File: config.mk
export PLATFORM = sky130hd
export DESIGN_NAME = mole_hit_judge
export DESIGN_NICKNAME = d
export VERILOG_FILES = /design/src/rtl/mole_hit_judge.sv
export SDC_FILE = /design/constraint.sdc
export NUM_CORES = 1
export LEC_CHECK = 0
export BUFFER_PORTS_ARGS = -buffer_cell sky130_fd_sc_hd__buf_2
export CORE_MARGIN = 8
export CORE_UTILIZATION = 40
export DETAILED_ROUTE_END_ITERATION = 8
export HOLD_SLACK_MARGIN = 0.05
export RECOVER_POWER = 25
export SLEW_MARGIN = 5
export SYNTH_ARGS = -nofsm -noshare
export SYNTH_HDL_FRONTEND = slang
export SYNTH_SLANG_ARGS = --single-unit
File: constraint.sdc
create_clock -name CLOCK_50 -period 6.5 [get_ports CLOCK_50]
set_input_delay 0.65 -clock CLOCK_50 [delete_from_list [all_inputs] [get_ports CLOCK_50]]
set_output_delay 0.65 -clock CLOCK_50 [all_outputs]
set_load 0.005 [all_outputs]
File: src/rtl/mole_hit_judge.sv
// Whack-a-mole round judge: fetch a target box, light it, time the response, score hits and misses.
// Optional HIT_SPEEDUP_EN shrinks the response window by 1/8 on every hit, floored at MIN_WINDOW.
module mole_hit_judge #(
    parameter int TIMEOUT_CYCLES = 50_000_000,
    parameter int MIN_WINDOW     = 12_500_000,
    parameter int SCORE_W        = 8,
    parameter int START_LIVES    = 3
) (
    input  logic               CLOCK_50,
    input  logic               resetn,
    input  logic               start,
    input  logic [2:0]         target_box,
    input  logic               hit_valid,
    input  logic [2:0]         hit_box,
    output logic               req_target,
    output logic [3:0]         box_active,
    output logic               result_valid,
    output logic               result_hit,
    output logic [SCORE_W-1:0] score,
    output logic [1:0]         lives,
    output logic               game_over
);

    localparam int WMAX = (MIN_WINDOW > TIMEOUT_CYCLES) ? MIN_WINDOW : TIMEOUT_CYCLES;
    localparam int TW   = $clog2(WMAX + 1);
    localparam logic [TW-1:0] TMO = TW'(TIMEOUT_CYCLES);

    typedef enum logic [2:0] {
        S_IDLE,
        S_FETCH,
        S_ARMED,
        S_JUDGE,
        S_OVER
    } state_e;

    state_e             state_q, state_d;
    logic [1:0]         tgt_q, tgt_d;
    logic [TW-1:0]      timer_q, timer_d;
    logic [TW-1:0]      window_q, window_d;
    logic               hit_q, hit_d;
    logic [SCORE_W-1:0] score_q, score_d;
    logic [1:0]         lives_q, lives_d;
    logic [2:0]         tgt_num;

    // Out-of-range selector codes fall back to box 1.
    function automatic logic [1:0] box_idx(input logic [2:0] b);
        logic [1:0] r;
        r = 2'd0;
        if (b >= 3'd1 && b <= 3'd4) begin
            r = 2'(b - 3'd1);
        end
        return r;
    endfunction

    assign tgt_num = {1'b0, tgt_q} + 3'd1;

`ifdef HIT_SPEEDUP_EN
    localparam logic [TW-1:0] MINW = TW'(MIN_WINDOW);
    logic [TW-1:0] win_dec;
    assign win_dec = window_q - (window_q >> 3);
`endif

    always_ff @(posedge CLOCK_50 or negedge resetn) begin
        if (!resetn) begin
            state_q  <= S_IDLE;
            tgt_q    <= 2'd0;
            timer_q  <= TMO;
            window_q <= TMO;
            hit_q    <= 1'b0;
            score_q  <= '0;
            lives_q  <= 2'd0;
        end else begin
            state_q  <= state_d;
            tgt_q    <= tgt_d;
            timer_q  <= timer_d;
            window_q <= window_d;
            hit_q    <= hit_d;
            score_q  <= score_d;
            lives_q  <= lives_d;
        end
    end

    always_comb begin
        state_d  = state_q;
        tgt_d    = tgt_q;
        timer_d  = timer_q;
        window_d = window_q;
        hit_d    = hit_q;
        score_d  = score_q;
        lives_d  = lives_q;
        unique case (state_q)
            S_IDLE, S_OVER: begin
                if (start) begin
                    state_d  = S_FETCH;
                    score_d  = '0;
                    lives_d  = 2'(START_LIVES);
                    window_d = TMO;
                end
            end
            S_FETCH: begin
                tgt_d   = box_idx(target_box);
                timer_d = window_q;
                state_d = S_ARMED;
            end
            S_ARMED: begin
                // A strike on the last window cycle beats the timeout.
                if (hit_valid) begin
                    hit_d   = (hit_box == tgt_num);
                    state_d = S_JUDGE;
                end else if (timer_q <= TW'(1)) begin
                    hit_d   = 1'b0;
                    state_d = S_JUDGE;
                end else begin
                    timer_d = timer_q - 1'b1;
                end
            end
            S_JUDGE: begin
                state_d = S_FETCH;
                if (hit_q) begin
                    if (score_q != '1) begin
                        score_d = score_q + 1'b1;
                    end
`ifdef HIT_SPEEDUP_EN
                    window_d = (win_dec < MINW) ? MINW : win_dec;
`endif
                end else begin
                    lives_d = lives_q - 2'd1;
                    if (lives_q <= 2'd1) begin
                        lives_d = 2'd0;
                        state_d = S_OVER;
                    end
                end
            end
            default: state_d = S_IDLE;
        endcase
    end

    assign req_target   = (state_q == S_FETCH);
    assign box_active   = (state_q == S_ARMED) ? (4'b0001 << tgt_q) : 4'b0000;
    assign result_valid = (state_q == S_JUDGE);
    assign result_hit   = hit_q;
    assign score        = score_q;
    assign lives        = lives_q;
    assign game_over    = (state_q == S_OVER);

endmodule

Yosys cells after proc, flatten, opt, wreduce, memory -nomap -nowiden:

Cells that the tools add are included.

* bits in registers: 42
* input port bits: 10
* output and inout port bits: 18

* $add $sub $neg: 5
* $lt $le $gt $ge: 4
* eq/ne operators: 13
* shift operators: 1
* multiplexer cells: 21
* reductions and logical operators: 11

Operators by type and width (number)
* two-way mux 26 bit: 2
* one-hot mux 26 bit (2 select lines): 1
* <= comparator 26 x 1 -> 1 bit, second input constant: 1
* subtractor 26 x 1 -> 26 bit, second input constant: 1
* two-way mux 8 bit: 3
* one-hot mux 8 bit (2 select lines): 1
* two-way mux 3 bit: 5
* one-hot mux 3 bit (4 select lines): 1
* adder 8 x 1 -> 8 bit, second input constant: 1
* two-way mux 2 bit: 4
* != test 2 bit, second input constant: 4
* != test 8 bit, second input constant: 1
* == test 3 x 2 -> 1 bit, second input constant: 2
* AND reduction 3 bit: 2
* nonzero test 2 bit: 3
* two-way mux 4 bit: 1
* != test 2 x 1 -> 1 bit, second input constant: 2
* one-hot mux 2 bit (2 select lines): 1
* AND reduction 2 bit: 2
* AND reduction 4 bit: 1
* left shift 1 x 2 -> 4 bit, first input constant: 1
* subtractor 2 x 1 -> 2 bit, second input constant: 2
* adder 2 x 1 -> 3 bit, second input constant: 1
* == test 3 x 1 -> 1 bit, second input constant: 1
* 10 further kinds: 11

Depth between registers and ports, before layout:

Gate-level depths: netlist (run 1).

* depth in word-level cells: 4
* depth in mapped cells: 7
* mapped depth without buffers: 7

Least setup slack after synthesis (run 1):

OpenSTA, ideal clock, no wires.

* path type: input to register
* start point: input hit_valid
* end point: register timer_q[10]
* data arrival time: 2.171 ns
* data required time: 6.373 ns
* slack: 4.202 ns
* stages: 5
* buffers on the path: 0
* path through: nor4b_2 > nand4_1 > a2111o_1 > nand3_1 > o21ai_0

* word-level cells in the longest chain between the ends: 2

RTL lines
* from (decl): RTL line 13 `input logic hit_valid,`
* != test 2 bit (no source line)
* AND reduction 3 bit (no source line)
* to (signal assigned): RTL line 75 `timer_q <= timer_d;`
* to (decl): RTL line 38 `logic [TW-1:0] timer_q, timer_d;`

Every way passes these cells.
A chain may end at the register's enable or synchronous reset.

Final worst setup path (run 1):

* start point: register state_q[0]
* end point: output req_target

* word-level cells in the longest chain between the ends: 1

RTL lines
* from (decl): RTL line 36 `state_e state_q, state_d;`
* from (signal assigned): RTL line 73 `state_q <= state_d;`
* == test 3 x 1 -> 1 bit: RTL line 138 `assign req_target = (state_q == S_FETCH);`
* to (decl): RTL line 15 `output logic req_target,`

Every way passes these cells.

==> flow_summary.toml, run 1 <==
[power]
leakage_nw = 1.167
power_density_nw_per_um2 = 302.9
peakVddDrop_mv = 0.1533
power.total_mw = 0.8064

[logic_synthesis]
ys_seq_area_share_pct = 44.79
synth_top_cell_area_share_pct = 31.55
synth_seq_cells = 42
synthCells = 246
ys.flop_type = "dfrtp_1"
yosys_warnings = 0
synth_commonest_cells = "dfrtp_1, nand2_1, nor2_1"
synthArstFlopShare_pct = 100.0
synth_area_sq_um = 2380
syn-num-nets = 265
synth_cell_types = 45
synth.area.top_cells = "dfrtp_1, dfstp_2, ha_1"
synth.avg_cell_area_sq_um = 9.674
synth_most_common_cell = "dfrtp_1"
synth-edff-count = 0
yosysTopAreaCell = "dfrtp_1"

[worst_setup_path]
crit_arrival_ps = 2100
path_max_fanout = 20
worstSetupStartpointType = "register"
end_kind = "primary output"
worst-setup-path-type = "reg2out"
required_ps = 5850

[place]
place_congestion = 0.7546
io_buffers = 27
placed_cell_area_sq_um = 2574
placed_cells = 341
dpl.hpwl_microns = 3607
place_ws_ps = 3655

[outcome]
failed_checks = "capacitance limit, slew limit"
outcome = "finished with violations"

[cts]
cts_buffer_depth = 2
clock-sinks = 42
htree_levels = 2
cts_root_buf = "clkbuf_8"
numCtsBuffers = 5
clk_pin_slew_ps = 80
cts_tree = "yes"
cts-resized-gates = 0
hold_buffers = 0
cts_setup_buffers = 0
insertion_delay_ps = 290

[final_layout]
syn2layout_area_growth_pct = 11.88
utilization_pct = 45.51
instances_no_fill = 349
drive_gt1_share_pct = 21.53
nNetsFinal = 292
antenna_cells = 0
fin_area_sq_um = 2663

[floorplan]
start_util_pct = 40.68
rows = 28
core_sq_um = 5851
die_area_sq_um = 8673
die_w_microns = 93.13
fp.dieH_microns = 93.13
ioPinCount = 28

[timing]
fin_setup_tns_ps = 0
tightest_slew_ps = 2260
fmax_mhz = 364.1
hold_ws_ps = 484.6
slew_headroom_pct = -50.68
slew_viol_final = 43
fin_ws_ps = 3753
period_needed_ps = 2747
hold_viol_final = 0
setup_viol = 0
timing.final.crit_share_pct = 42.26
rsz0062_at_grt = "no"
finalClockSkew_ps = 5.315

[routing]
wirelength_microns = 5034
ant_nets = 0
first_pass_iters = 4
avgViaCountPerCell = 5.330
drcViolationCount = 0
routedWlPerCell_microns = 14.42
initialDrtViolationCount = 44
num_vias = 1860

[global_route]
antenna_found_initial = 0
grt_usage_pct = 12.37
grt_pass1_wl_microns = 8887
grt_max_degree = 43
grt_pass1_vias = 1837
gr-total-overflow = 0

[min_path]
worstHoldPathType = "reg2reg"

[run]
cap_violations = 1
[layer usage]
layer,track usage [%],routed length [microns],vias to the layer above,part of all wire (%)
met5,0,0,-,0
li1,-,-,945,-
met2,19.41,2213,30,44
met1,16.27,2535,880,50
met3,3.766,249,5,4.9
met4,2.819,35,0,0.70
[report_power, final]
part	leakage (nW)	switching [mW]	total, mW	internal [mW]
Clock	0.0441	0.0938	0.169	0.0755
Sequential	0.527	0.0563	0.365	0.309
Combinational	0.596	0.163	0.272	0.109
Total	1.17	0.314	0.806	0.493
[final timing paths]
kind / startpoint / endpoint / slack [ps] / cells after the start
max in group asynchronous: resetn / timer_q[3] / 4190 / 1
worst min-delay path: timer_q[11] / timer_q[11] / 480 / 1
min in group asynchronous: resetn / tgt_q[0] / 1010 / 1
worst max register to register: state_q[0] / timer_q[10] / 3870 / 5
worst max-delay path: state_q[0] / req_target / 3750 / 3
worst min register to register: timer_q[11] / timer_q[11] / 480 / 1
[layout make-up]
| type | count | area [sq um] |
|---|---|---|
| clock buffers | 5 | 68.82 |
| repair buffers | 27 | 133.9 |
| flip-flops and latches | 42 | 1066 |
| fillers | 577 | 3188 |
| multi-input cells | 186 | 1237 |
| clock inverters | 3 | 21.27 |
| inverters | 11 | 41.29 |
| well taps | 75 | 93.84 |
[critical path, cell delays in order, from the launching register on]
cell and delay (ps):
dfrtp_1 480, or3b_2 700, inv_1 420, buf_2 200
[cell families (layout without fill, tap and decap cells)]
| kind of cell | after synthesis | count (layout) | synth area share [%] |
|---|---|---|---|
| mux | 8 | 8 | 3.418 |
| xor+xnor | 16 | 16 | 5.888 |
| flops | 42 | 42 | 44.79 |
| simple gates | 114 | 114 | 27.66 |
| compound gates | 39 | 39 | 10.31 |
| buf+inv | 18 | 46 | 3.207 |
| fa+ha+maj | 9 | 9 | 4.732 |
[registers in the layout (all words and copies together), names as in the netlist]
signal,flops
timer_q,26
result_hit,1
lives,2
tgt_q,2
state_q,3
score,8
[placed cells by master, fill, tap and decap left out, types with 2 or more instances in the layout]
cell,netlist,final
a211oi_1,5,5
and4_1,2,2
nor4_2,3,3
nor4b_2,3,3
nor3_1,10,10
nand4b_1,2,2
dfrtp_1,30,30
nor2_1,17,17
or4_1,4,4
mux2i_1,7,7
nand3_1,11,11
ha_1,9,9
nor2b_1,2,2
xnor2_1,12,12
nand4_1,4,4
nand2_1,29,29
and3_1,6,6
inv_1,11,11
or2_2,3,3
or3_1,2,2
a211o_1,2,2
nor4_1,5,5
a21oi_1,8,8
dfstp_2,12,12
o22ai_1,3,3
a31oi_1,4,4
clkbuf_8,0,5
o21ai_0,11,11
and2_1,5,5
xor2_1,4,4
buf_2,1,26
No activity file was read; power rests on OpenSTA's default activity.
==> run 2: changes to the inputs <==
- clock period: 6.5 -> 2.5 ns (I/O delays scaled with it)
==> run 2 against run 1 <==
  * Die area did not move
  * Clock-buffer cell count rose by 1
  * The run still ends with capacitance limit, slew limit left
  * Worst hold slack got worse by 320 ps
  * Combinational power rose to 2.8 times the previous value
  * Largest power group unchanged
  * Final area rose by 3.1%
  * Sequential share of layout area fell by 1.2 points
  * Non-clock buffer count rose by 10
  * Cell count rose by 2.9%
  * First-iteration DRC count rose to 2.6 times the previous value
  * Via count rose by 4.2%
  * Critical path depth did not move
  * Largest cell class unchanged
==> flow_summary.toml, run 2 (synthesized netlist as in run 1, its figures left out) <==
[global_route]
grt_pass1_wl_microns = 8473
antenna_found_initial = 0
gr-total-overflow = 0
grt_pass1_vias = 1800
grt_usage_pct = 11.94
grt_max_degree = 41

[final_layout]
final_common_cell = "dfrtp_1"
instances_no_fill = 359
fill_cells = 563
largest_reg_flops = 26
top_register = "timer_q"
drive_gt1_share_pct = 24.65
fin_area_sq_um = 2746
nNetsFinal = 302
utilization_pct = 46.94
syn2layout_area_growth_pct = 15.40
layout_common_cells = "dfrtp_1, nand2_1, buf_2, nor2_1"
antenna_cells = 0

[routing]
routedWlPerCell_microns = 14.26
wirelength_microns = 5121
first_pass_iters = 4
avgViaCountPerCell = 5.401
drcViolationCount = 0
num_vias = 1939
initialDrtViolationCount = 114
ant_nets = 0

[timing]
setup_viol = 0
tightest_slew_ps = 2174
slew_viol_final = 41
rsz0062_at_grt = "no"
fmax_mhz = 432.1
fin_ws_ps = 185.9
timing.final.crit_share_pct = 92.57
period_needed_ps = 2314
hold_viol_final = 0
hold_ws_ps = 168.6
finalClockSkew_ps = 10.55
slew_headroom_pct = -44.95
fin_setup_tns_ps = 0

[place]
io_buffers = 27
place_congestion = 0.7727
placed_cells = 351
placed_cell_area_sq_um = 2649
dpl.hpwl_microns = 3628
place_ws_ps = 138.1

[floorplan]
rows = 28
start_util_pct = 40.68
fp.dieH_microns = 93.13
die_w_microns = 93.13
die_area_sq_um = 8673
ioPinCount = 28
core_sq_um = 5851

[cts]
cts_setup_buffers = 0
cts_root_buf = "clkbuf_8"
insertion_delay_ps = 300
cts_tree = "yes"
cts_buffer_depth = 2
htree_levels = 2
clk_pin_slew_ps = 90
numCtsBuffers = 5
clock-sinks = 42

[worst_setup_path]
regToRegSetupSlack_ps = 190
reg2reg_to = "timer_q[23]"
startpoint = "state_q[0]"
end_kind = "primary output"
rr_startpoint = "timer_q[16]"
worstSetupStartpointType = "register"
worst-setup-path-type = "reg2out"
path_max_fanout = 20
required_ps = 2250
worstRegToRegCells = 5
crit_arrival_ps = 2060

[min_path]
hold-path-cell-count = 2
holdCritStartpoint = "target_box[0]"
holdPathEnd = "tgt_q[0]"
worstHoldPathType = "in2reg"

[run]
cap_violations = 1

[outcome]
outcome = "finished with violations"
failed_checks = "capacitance limit, slew limit"

[power]
peakVddDrop_mv = 0.3271
leakage_nw = 1.219
power_density_nw_per_um2 = 788.9
power.total_mw = 2.167
[run 2: cell types whose count changed in the layout (fill, tap and decap cells not counted), sizes merged]
cell    change
buf        +10
clkbuf      +1
clkinv      -1
[run 2: worst max-delay path by stage]
| stage | to | slack, ps | depth (start not counted) |
|---|---|---|---|
| finish | req_target | 190 | 3 |
| global route | req_target | 60 | 3 |
| CTS | timer_q[23] | 110 | 5 |
| detailed placement | timer_q[23] | 140 | 5 |
| global placement | timer_q[23] | 170 | 5 |
| floorplan | timer_q[23] | 220 | 7 |
[run 2: critical path: stages (launching register included)]
cell and delay, ps:
dfrtp_1 480, or3b_2 700, inv_1 390, buf_2 190
[run 2: per-layer routing]
| layer | track usage (%) | share of wire (%) |
|---|---|---|
| met2 | 18.34 | 45 |
| met3 | 4.327 | 6.3 |
| met1 | 15.56 | 49 |
| met4 | 2.819 | 0.37 |
| met5 | 0 | 0 |
[run 2: area by class of cell]
class	instances	area [sq um]	area share [%]
clock buffers	6	82.58	3.007
clock inverters	2	12.51	0.4556
inverters	11	41.29	1.503
multi-input cells	186	1241	45.19
flip-flops and latches	42	1066	38.82
well taps	75	93.84	3.417
repair buffers	37	209.0	7.608
[run 2: what timing repair did]
| action | 4_1_cts | 5_1_grt |
|---|---|---|
| hold buffers | 0 | 0 |
| gates resized for setup | 0 | 1 |
| endpoints found under the setup margin | 0 | 1 |
[run 2: power by group]
group	switching [mW]	total, mW	internal, mW
clock network	0.243	0.466	0.222
logic	0.431	0.752	0.321
registers	0.146	0.949	0.803
total	0.820	2.17	1.35
